--- config.mk ---
export PLATFORM = sky130hd
export DESIGN_NAME = fetch_ctrl
export DESIGN_NICKNAME = d
export VERILOG_FILES = /design/src/rtl/mips_pkg.sv /design/src/rtl/fetch_ctrl.sv
export SDC_FILE = /design/constraint.sdc
export NUM_CORES = 1
export LEC_CHECK = 0
export BUFFER_PORTS_ARGS = -buffer_cell sky130_fd_sc_hd__buf_2
export CORE_ASPECT_RATIO = 0.5
export CORE_MARGIN = 1.5
export CORE_UTILIZATION = 30
export CTS_CLUSTER_DIAMETER = 80
export DETAILED_ROUTE_END_ITERATION = 16
export SYNTH_ARGS = -nofsm -noshare
export SYNTH_HDL_FRONTEND = slang
export SYNTH_SLANG_ARGS = --single-unit
--- constraint.sdc ---
create_clock -name Clk -period 2.6 [get_ports Clk]
set_clock_uncertainty 0.05 [all_clocks]
set_input_delay 0.52 -clock Clk [delete_from_list [all_inputs] [get_ports Clk]]
set_output_delay 0.52 -clock Clk [all_outputs]
set_load 0.02 [all_outputs]
--- src/rtl/mips_pkg.sv ---
// Shared fetch-stage definitions: FSM state encoding and the default
// instruction/PC-increment constants used by fetch_ctrl.
package mips_pkg;

  typedef enum logic [2:0] {
    FETCH    = 3'd0,
    PRESENT  = 3'd1,
    ADVANCE  = 3'd2,
    REDIRECT = 3'd3,
    DISCARD  = 3'd4
  } fetch_state_e;

  localparam logic [31:0] NOP     = 32'h0000_0000;
  localparam logic [31:0] PC_STEP = 32'd4;

endpackage

--- src/rtl/fetch_ctrl.sv ---
// Instruction fetch controller: keeps at most one instruction-memory request in
// flight, hands the fetched word to decode and strobes the PC forward or to a branch target.
module fetch_ctrl #(
  parameter logic [31:0] NOP     = mips_pkg::NOP,
  parameter logic [31:0] PC_STEP = mips_pkg::PC_STEP
) (
  input  logic        Clk,
  input  logic        Reset,
  input  logic [31:0] PCResult,
  input  logic        Stall,
  input  logic        BranchTaken,
  input  logic [31:0] BranchTarget,
  input  logic        MemReady,
  input  logic [31:0] MemRData,
  output logic        MemReq,
  output logic [31:0] MemAddr,
  output logic [31:0] PCNext,
  output logic        PCWrite,
  output logic        PCWriteN,
  output logic [31:0] Instr,
  output logic        InstrValid,
  output logic [31:0] FetchCount
);

  mips_pkg::fetch_state_e state_q;
  logic        mem_req_q;
  logic [31:0] hold_addr_q;
  logic [31:0] pc_next_q;
  logic        pc_write_q;
  logic        pc_write_n_q;
  logic [31:0] instr_q;
  logic        instr_valid_q;
  logic [31:0] fetch_count_q;

  logic [31:0] pc_seq;
  logic        req_pending;
  logic        branch_discard;

  assign pc_seq = PCResult + PC_STEP;

  // A request is outstanding only while MemReq is up in a memory-facing state;
  // the first cycle after reset has MemReq low, so a stray MemReady is ignored.
  assign req_pending    = mem_req_q &&
                          ((state_q == mips_pkg::FETCH) || (state_q == mips_pkg::DISCARD));
  assign branch_discard = req_pending && !MemReady;

  // While discarding, memory must keep seeing the address it was asked for,
  // even though the PC register has already moved to the branch target.
  assign MemAddr = (state_q == mips_pkg::DISCARD) ? hold_addr_q : PCResult;

  assign MemReq     = mem_req_q;
  assign PCNext     = pc_next_q;
  assign PCWrite    = pc_write_q;
  assign PCWriteN   = pc_write_n_q;
  assign Instr      = instr_q;
  assign InstrValid = instr_valid_q;
  assign FetchCount = fetch_count_q;

  always_ff @(posedge Clk or negedge Reset) begin
    if (!Reset) begin
      state_q       <= mips_pkg::FETCH;
      mem_req_q     <= 1'b0;
      hold_addr_q   <= 32'h0;
      pc_next_q     <= 32'h0;
      pc_write_q    <= 1'b0;
      pc_write_n_q  <= 1'b0;
      instr_q       <= NOP;
      instr_valid_q <= 1'b0;
      fetch_count_q <= 32'h0;
    end else begin
      pc_write_q   <= 1'b0;
      pc_write_n_q <= 1'b0;
      if (BranchTaken) begin
        pc_next_q     <= BranchTarget;
        pc_write_n_q  <= 1'b1;
        instr_valid_q <= 1'b0;
        instr_q       <= NOP;
        if (branch_discard) begin
          state_q     <= mips_pkg::DISCARD;
          mem_req_q   <= 1'b1;
          hold_addr_q <= MemAddr;
        end else begin
          state_q   <= mips_pkg::REDIRECT;
          mem_req_q <= 1'b0;
        end
      end else begin
        case (state_q)
          mips_pkg::FETCH: begin
            if (!mem_req_q) begin
              mem_req_q <= 1'b1;
            end else if (MemReady) begin
              instr_q       <= MemRData;
              instr_valid_q <= 1'b1;
              mem_req_q     <= 1'b0;
              state_q       <= mips_pkg::PRESENT;
            end
          end
          mips_pkg::PRESENT: begin
            if (!Stall) begin
              fetch_count_q <= fetch_count_q + 32'd1;
              instr_valid_q <= 1'b0;
              instr_q       <= NOP;
              pc_next_q     <= pc_seq;
              pc_write_q    <= 1'b1;
              state_q       <= mips_pkg::ADVANCE;
            end
          end
          mips_pkg::ADVANCE: begin
            mem_req_q <= 1'b1;
            state_q   <= mips_pkg::FETCH;
          end
          mips_pkg::REDIRECT: begin
            mem_req_q <= 1'b1;
            state_q   <= mips_pkg::FETCH;
          end
          mips_pkg::DISCARD: begin
            // The stale word is dropped; MemReq stays up for the new PC.
            if (MemReady) begin
              state_q <= mips_pkg::FETCH;
            end
          end
          default: begin
            mem_req_q <= 1'b0;
            state_q   <= mips_pkg::FETCH;
          end
        endcase
      end
    end
  end

endmodule

# Yosys cells after proc, flatten, opt, wreduce, memory -nomap -nowiden
# Cells that the tools add are included.
[word_totals] reg_bits=135 wordCells=67
[classes] addsub=2 eq_ne=10 mux=30 n_bitwise=2 reduce_logical=14
[op_table] operator="32-bit two-way mux" count=8
[op_table] operator="32-bit case mux with 2 select lines" count=1
[op_table] operator="32-bit by 1-bit adder with 32-bit output, second input constant" count=1
[op_table] operator="32-bit by 3-bit adder with 32-bit output, second input constant" count=1
[op_table] operator="3-bit two-way mux" count=6
[op_table] operator="1-bit two-way mux" count=12
[op_table] operator="3-bit != test, second input constant" count=4
[op_table] operator="3-bit case mux with 3 select lines" count=1
[op_table] operator="4-bit AND reduction" count=2
[op_table] operator="3-bit by 2-bit == test with 1-bit output, second input constant" count=2
[op_table] operator="2-bit by 1-bit != test with 1-bit output, second input constant" count=2
[op_table] operator="2-bit AND reduction" count=2
[op_table] operator="2-bit OR reduction" count=2
[op_table] operator="3-bit by 1-bit == test with 1-bit output, second input constant" count=1
[op_table] operator="3-bit == test, second input constant" count=1
[op_table] operator="3-bit logical NOT" count=1
[op_table] operator="1-bit case mux with 3 select lines" count=1
[op_table] operator="3-bit AND reduction" count=1
[op_table] operator="3-bit nonzero test" count=1
[op_table] operator="1-bit logical AND" count=2
[op_table] operator="1-bit NOT" count=2
[op_table] operator="1-bit case mux with 2 select lines" count=1
[op_table] operator="2-bit nonzero test" count=1
[op_table] operator="1-bit logical NOT" count=1
[op_table] operator="1-bit logical OR" count=1

# Longest topological paths before layout
[depth] ltp_word=6 mapped_depth=8

# Worst setup path before layout
# OpenSTA, ideal clock, no wires.
[synth_timing] path_type="register -> output" start="register state_q[0]" end="output MemAddr[18]" t_arrival_ns=1.783 t_required_ns=2.030 setup_slack_ns=0.247 path_stages_with_launch=7 cell_sequence="dfrtp_1 > buf_2 > or2_2 > nor2_1 > buf_2 > buf_2 > mux2_1"
[synth_between] elab_chain_len=2
[synth_rtl] element="start, declared" line_no="fetch_ctrl.sv:25" rtl="mips_pkg::fetch_state_e state_q;"
[synth_rtl] element="start signal, assigned" line_no="fetch_ctrl.sv:61" rtl="state_q <= mips_pkg::FETCH;"
[synth_rtl] element="start signal, assigned" line_no="fetch_ctrl.sv:79" rtl="state_q <= mips_pkg::DISCARD;"
[synth_rtl] element="start signal, assigned" line_no="fetch_ctrl.sv:83" rtl="state_q <= mips_pkg::REDIRECT;"
[synth_rtl] element="3-bit == test" line_no="fetch_ctrl.sv:49" rtl="assign MemAddr = (state_q == mips_pkg::DISCARD) ? hold_addr_q : PCResult;"
[synth_rtl] element="32-bit two-way mux" line_no="fetch_ctrl.sv:49"
[synth_rtl] element="end, declared" line_no="fetch_ctrl.sv:16" rtl="output logic [31:0] MemAddr,"
# Every way passes these cells.

# Final worst setup path
[layout_timing] start="register state_q[1]" end="output MemAddr[10]"
# Same word-level chain as after synthesis.

==> results.yml <==
outcome:
  outcome: "completed"
global_route:
  antenna_found_initial: 0
  track_usage_pct: 17.41
  first_global_vias: 5415
  pin_count_of_the_biggest_net_entering_global_routing: 73
  grt_overflow: 0
  grt_pass1_wl_um: 30040
yosys:
  mappedNetlistNets: 699
  post-synth-top-count-cell: "sky130_fd_sc_hd__dfrtp_1"
  post_synth.cell_area_avg_um2: 10.96
  synth_warnings: 0
  yosys-mux-area-fraction_pct: 10.76
  synthesized_area_fraction_occupied_by_ao_oa_aoi_and_oai_cells_pct: 10.65
  synthesis.area_mm2: 0.006534
  post_synth_fa_ha_maj_area_fraction_pct: 0.3830
  post_synth_xor_area_fraction_pct: 7.239
  synthDominantCellAreaShare_pct: 51.70
  yosys.cell_types.count: 53
  yosysSeqAreaShare_pct: 51.70
  instance_count_of_the_mapped_netlist: 596
  ys_seq_elements: 135
  synth_simple_gate_area_share_pct: 15.97
  postSynth.asyncResetShare_pct: 100.0
  dominantRegCellSynth: "sky130_fd_sc_hd__dfrtp_1"
  largest_family_of_logic_cells_by_synthesized_area: "simple AND/OR/NAND/NOR gates"
  synth_enable_flop_cells: 0
  synth_commonest_cells: "sky130_fd_sc_hd__dfrtp_1, sky130_fd_sc_hd__nand2_1, sky130_fd_sc_hd__mux2_1"
  synth_area_leader_cell: "sky130_fd_sc_hd__dfrtp_1"
  post_synth_main_area_contributors: "sky130_fd_sc_hd__dfrtp_1, sky130_fd_sc_hd__mux2_1, sky130_fd_sc_hd__xnor2_1"
timing:
  grt_setup_unrepaired: "yes"
  hold-worst-slack_ns: 0.2336
  pin_slew_with_the_least_headroom_to_its_limit_ns: 0.6990
  max_freq_mhz: 392.7
  finalCritPeriodShare_pct: 97.94
  layout_min_cycle_time_ns: 2.547
  slew_viol_final: 0
  timing.final.hold_violations: 0
  setup_viol_count_final: 0
  max_slew_headroom_at_the_worst_pin_pct: 53.40
drt:
  detailroute.via_count: 5429
  dr_wl_met2_um: 9702
  finalWirelength_um: 19580
  drt-initial-drc-count: 352
  top_signal_layer_used: "met4"
  detail_route.drc_violations: 0
  postRouteAntennaNets: 0
  route.layer.met1.wl_um: 8716
  dr_wl_met3_um: 659
  drt_first_pass_iters: 4
  wire_per_inst_um: 17.10
  vias_per_cell: 4.741
worst_setup_path:
  setup.worst_path.class: "reg -> out"
  rr_startpoint: "state_q[2]"
  worstPathBufferInverterCount: 3
  critPathTopFamily: "buffers and inverters"
  crit_arrival_ns: 1.98
  cp_slowest_stage_delay_ns: 0.40
  critical_path.cell_chain: "or2_4 > nor2_4 > buf_12 > clkbuf_16 > mux2_2 > buf_2"
  timing.critical_path.required_ns: 2.03
  cp-end-kind: "output pin"
  crit_slowest_cell: "sky130_fd_sc_hd__dfrtp_2"
  timing.critical_path.fanout_max: 6
  critical_path.startpoint_type: "flip-flop"
  worstReg2RegEnd: "PCNext[11]"
  worst_r2r_path_depth: 5
  reg2reg_slack_ns: 0.47
layout:
  diodes: 0
  design_area_mm2: 0.008989
  finish.net_count: 943
  drive_gt1_share_pct: 38.10
  layout_area_overhead_pct: 37.57
clock_network:
  cts_max_level: 4
  cts_tree: "done"
  cts_buffers: 17
  clk_latency_ns: 0.43
  cts.path.max_buffers: 2
  clock_root_buffer: "sky130_fd_sc_hd__clkbuf_16"
  cts_sinks: 135
  clkSlewWorstSetupHoldPaths_ns: 0.06
placement:
  hpwl_um: 13830
  placedInstanceArea_mm2: 0.008060
  port_buffers: 232
  gpl.final_weighted_congestion: 0.8141
floorplanning:
  die_area_mm2: 0.02273
  start_util_pct: 31.22
  io_pins: 233
  die_width_um: 211.7
  die_height_um: 107.4
  core_mm2: 0.02093
  fp-row-count: 37
job:
  max_cap_check_violation_count: 0
pwr:
  p_per_area_mw_per_mm2: 731.4
  power.clock.fraction_pct: 41.3
  p_int_uw: 4748
  p_comb_share_pct: 18.3
  p_leak_uw: 0.004378
  max_vdd_drop_mv: 0.4681
  switching_share_pct: 27.78
  seq_power_share_pct: 40.4
  fin_total_pwr_uw: 6575
  p_switching_uw: 1827
worst_hold_path:
  hold_class: "in -> reg"
  timing.hold.worst_path_depth: 1
  holdCritStartpoint: "BranchTaken"
  worst_hold_path.endpoint: "PCWriteN"
## state kept, by name, indices dropped and copies added, names as in the netlist
name,flops
PCWrite,1
InstrValid,1
PCNext,32
Instr,32
MemReq,1
PCWriteN,1
state_q,3
hold_addr_q,32
FetchCount,32
## stage by stage
stage	setup WS (ns)	util (%)	TNS, ns	cells
floorplan	0.2472	-	0	596
global placement	0.3304	38.52	0	1098
detailed placement	0.2806	38.52	0	1098
CTS	-0.03910	42.32	-0.6993	1141
global route	-0.01775	42.96	-0.1245	1145
finish	0.05344	42.96	0	1145
## cells in the final DEF, fill, tap and decap left out, types with 5 or more instances in the layout
master	n
sky130_fd_sc_hd__buf_2	222
sky130_fd_sc_hd__dfrtp_1	132
sky130_fd_sc_hd__nand2_1	70
sky130_fd_sc_hd__mux2_1	39
sky130_fd_sc_hd__nor2_1	38
sky130_fd_sc_hd__xnor2_1	38
sky130_fd_sc_hd__a22o_1	33
sky130_fd_sc_hd__clkbuf_16	20
sky130_fd_sc_hd__mux2_2	18
sky130_fd_sc_hd__o21ai_1	18
sky130_fd_sc_hd__buf_4	18
sky130_fd_sc_hd__nand4_1	16
sky130_fd_sc_hd__xor2_1	16
sky130_fd_sc_hd__a21oi_1	16
sky130_fd_sc_hd__nand3_1	13
sky130_fd_sc_hd__inv_1	12
sky130_fd_sc_hd__nor3_1	10
sky130_fd_sc_hd__o21ai_0	9
sky130_fd_sc_hd__and4_1	8
sky130_fd_sc_hd__o221ai_1	8
sky130_fd_sc_hd__buf_6	8
sky130_fd_sc_hd__buf_12	7
sky130_fd_sc_hd__and3_1	6
sky130_fd_sc_hd__mux2i_1	5
sky130_fd_sc_hd__or3_1	5
sky130_fd_sc_hd__bufinv_16	5
## worst max-delay path by stage
stage | startpoint | end | slack (ns) | depth (start not counted)
finish | state_q[1] | MemAddr[10] | 0.05 | 6
global route | state_q[1] | MemAddr[29] | -0.02 | 6
CTS | state_q[0] | MemAddr[1] | -0.04 | 6
detailed placement | state_q[1] | MemAddr[14] | 0.28 | 5
global placement | state_q[1] | MemAddr[14] | 0.33 | 5
floorplan | state_q[0] | MemAddr[18] | 0.25 | 6
## power by group through the flow
| stage | Sequential (uW) | Combinational, uW | Clock [uW] |
|---|---|---|---|
| after floorplan | 2790 | 571 | 0 |
| after global placement | 2700 | 1140 | 0 |
| after detailed placement | 2710 | 1160 | 0 |
| after CTS | 2660 | 1200 | 2780 |
| after global routing | 2700 | 1320 | 2880 |
| final | 2660 | 1200 | 2720 |
## kinds of logic after synthesis
| family | Yosys count |
|---|---|
| buf+inv | 47 |
| compound gates | 99 |
| xor+xnor | 54 |
| flops | 135 |
| fa+ha+maj | 2 |
| mux | 63 |
| simple gates | 196 |
## area by class of cell
class / count / area (um^2)
clock buffers: 21 / 470.5
clock inverters: 11 / 193.9
fillers: 2045 / 11940
inverters: 13 / 48.80
multi-input cells: 414 / 2967
flip-flops and latches: 135 / 3382
well taps: 292 / 365.4
repair buffers: 259 / 1562
## routing by layer
layer	GRT usage [%]	up-vias
li1	-	2634
met1	22.05	2662
met2	28.76	104
met3	3.588	29
met4	7.908	0
met5	0	-
## repair_timing
| action | in CTS | in global routing |
|---|---|---|
| gates resized for setup | 6 | 26 |
| hold buffers | 1 | 0 |
| cloned | 2 | 3 |
| hold endpoints to repair | 43 | 0 |
| buffers inserted | 8 | 4 |
| endpoints found under the setup margin | 32 | 29 |
| pin swaps | 2 | 2 |
## worst reg2reg max path, cell delays in order, from the launching register on
cell and delay [ns]:
sky130_fd_sc_hd__dfrtp_2 0.42, sky130_fd_sc_hd__buf_4 0.17, sky130_fd_sc_hd__or4b_1 0.77, sky130_fd_sc_hd__buf_4 0.31, sky130_fd_sc_hd__nand2_1 0.10, sky130_fd_sc_hd__o221ai_1 0.13
Note: power is estimated with default switching activity, not from simulation.
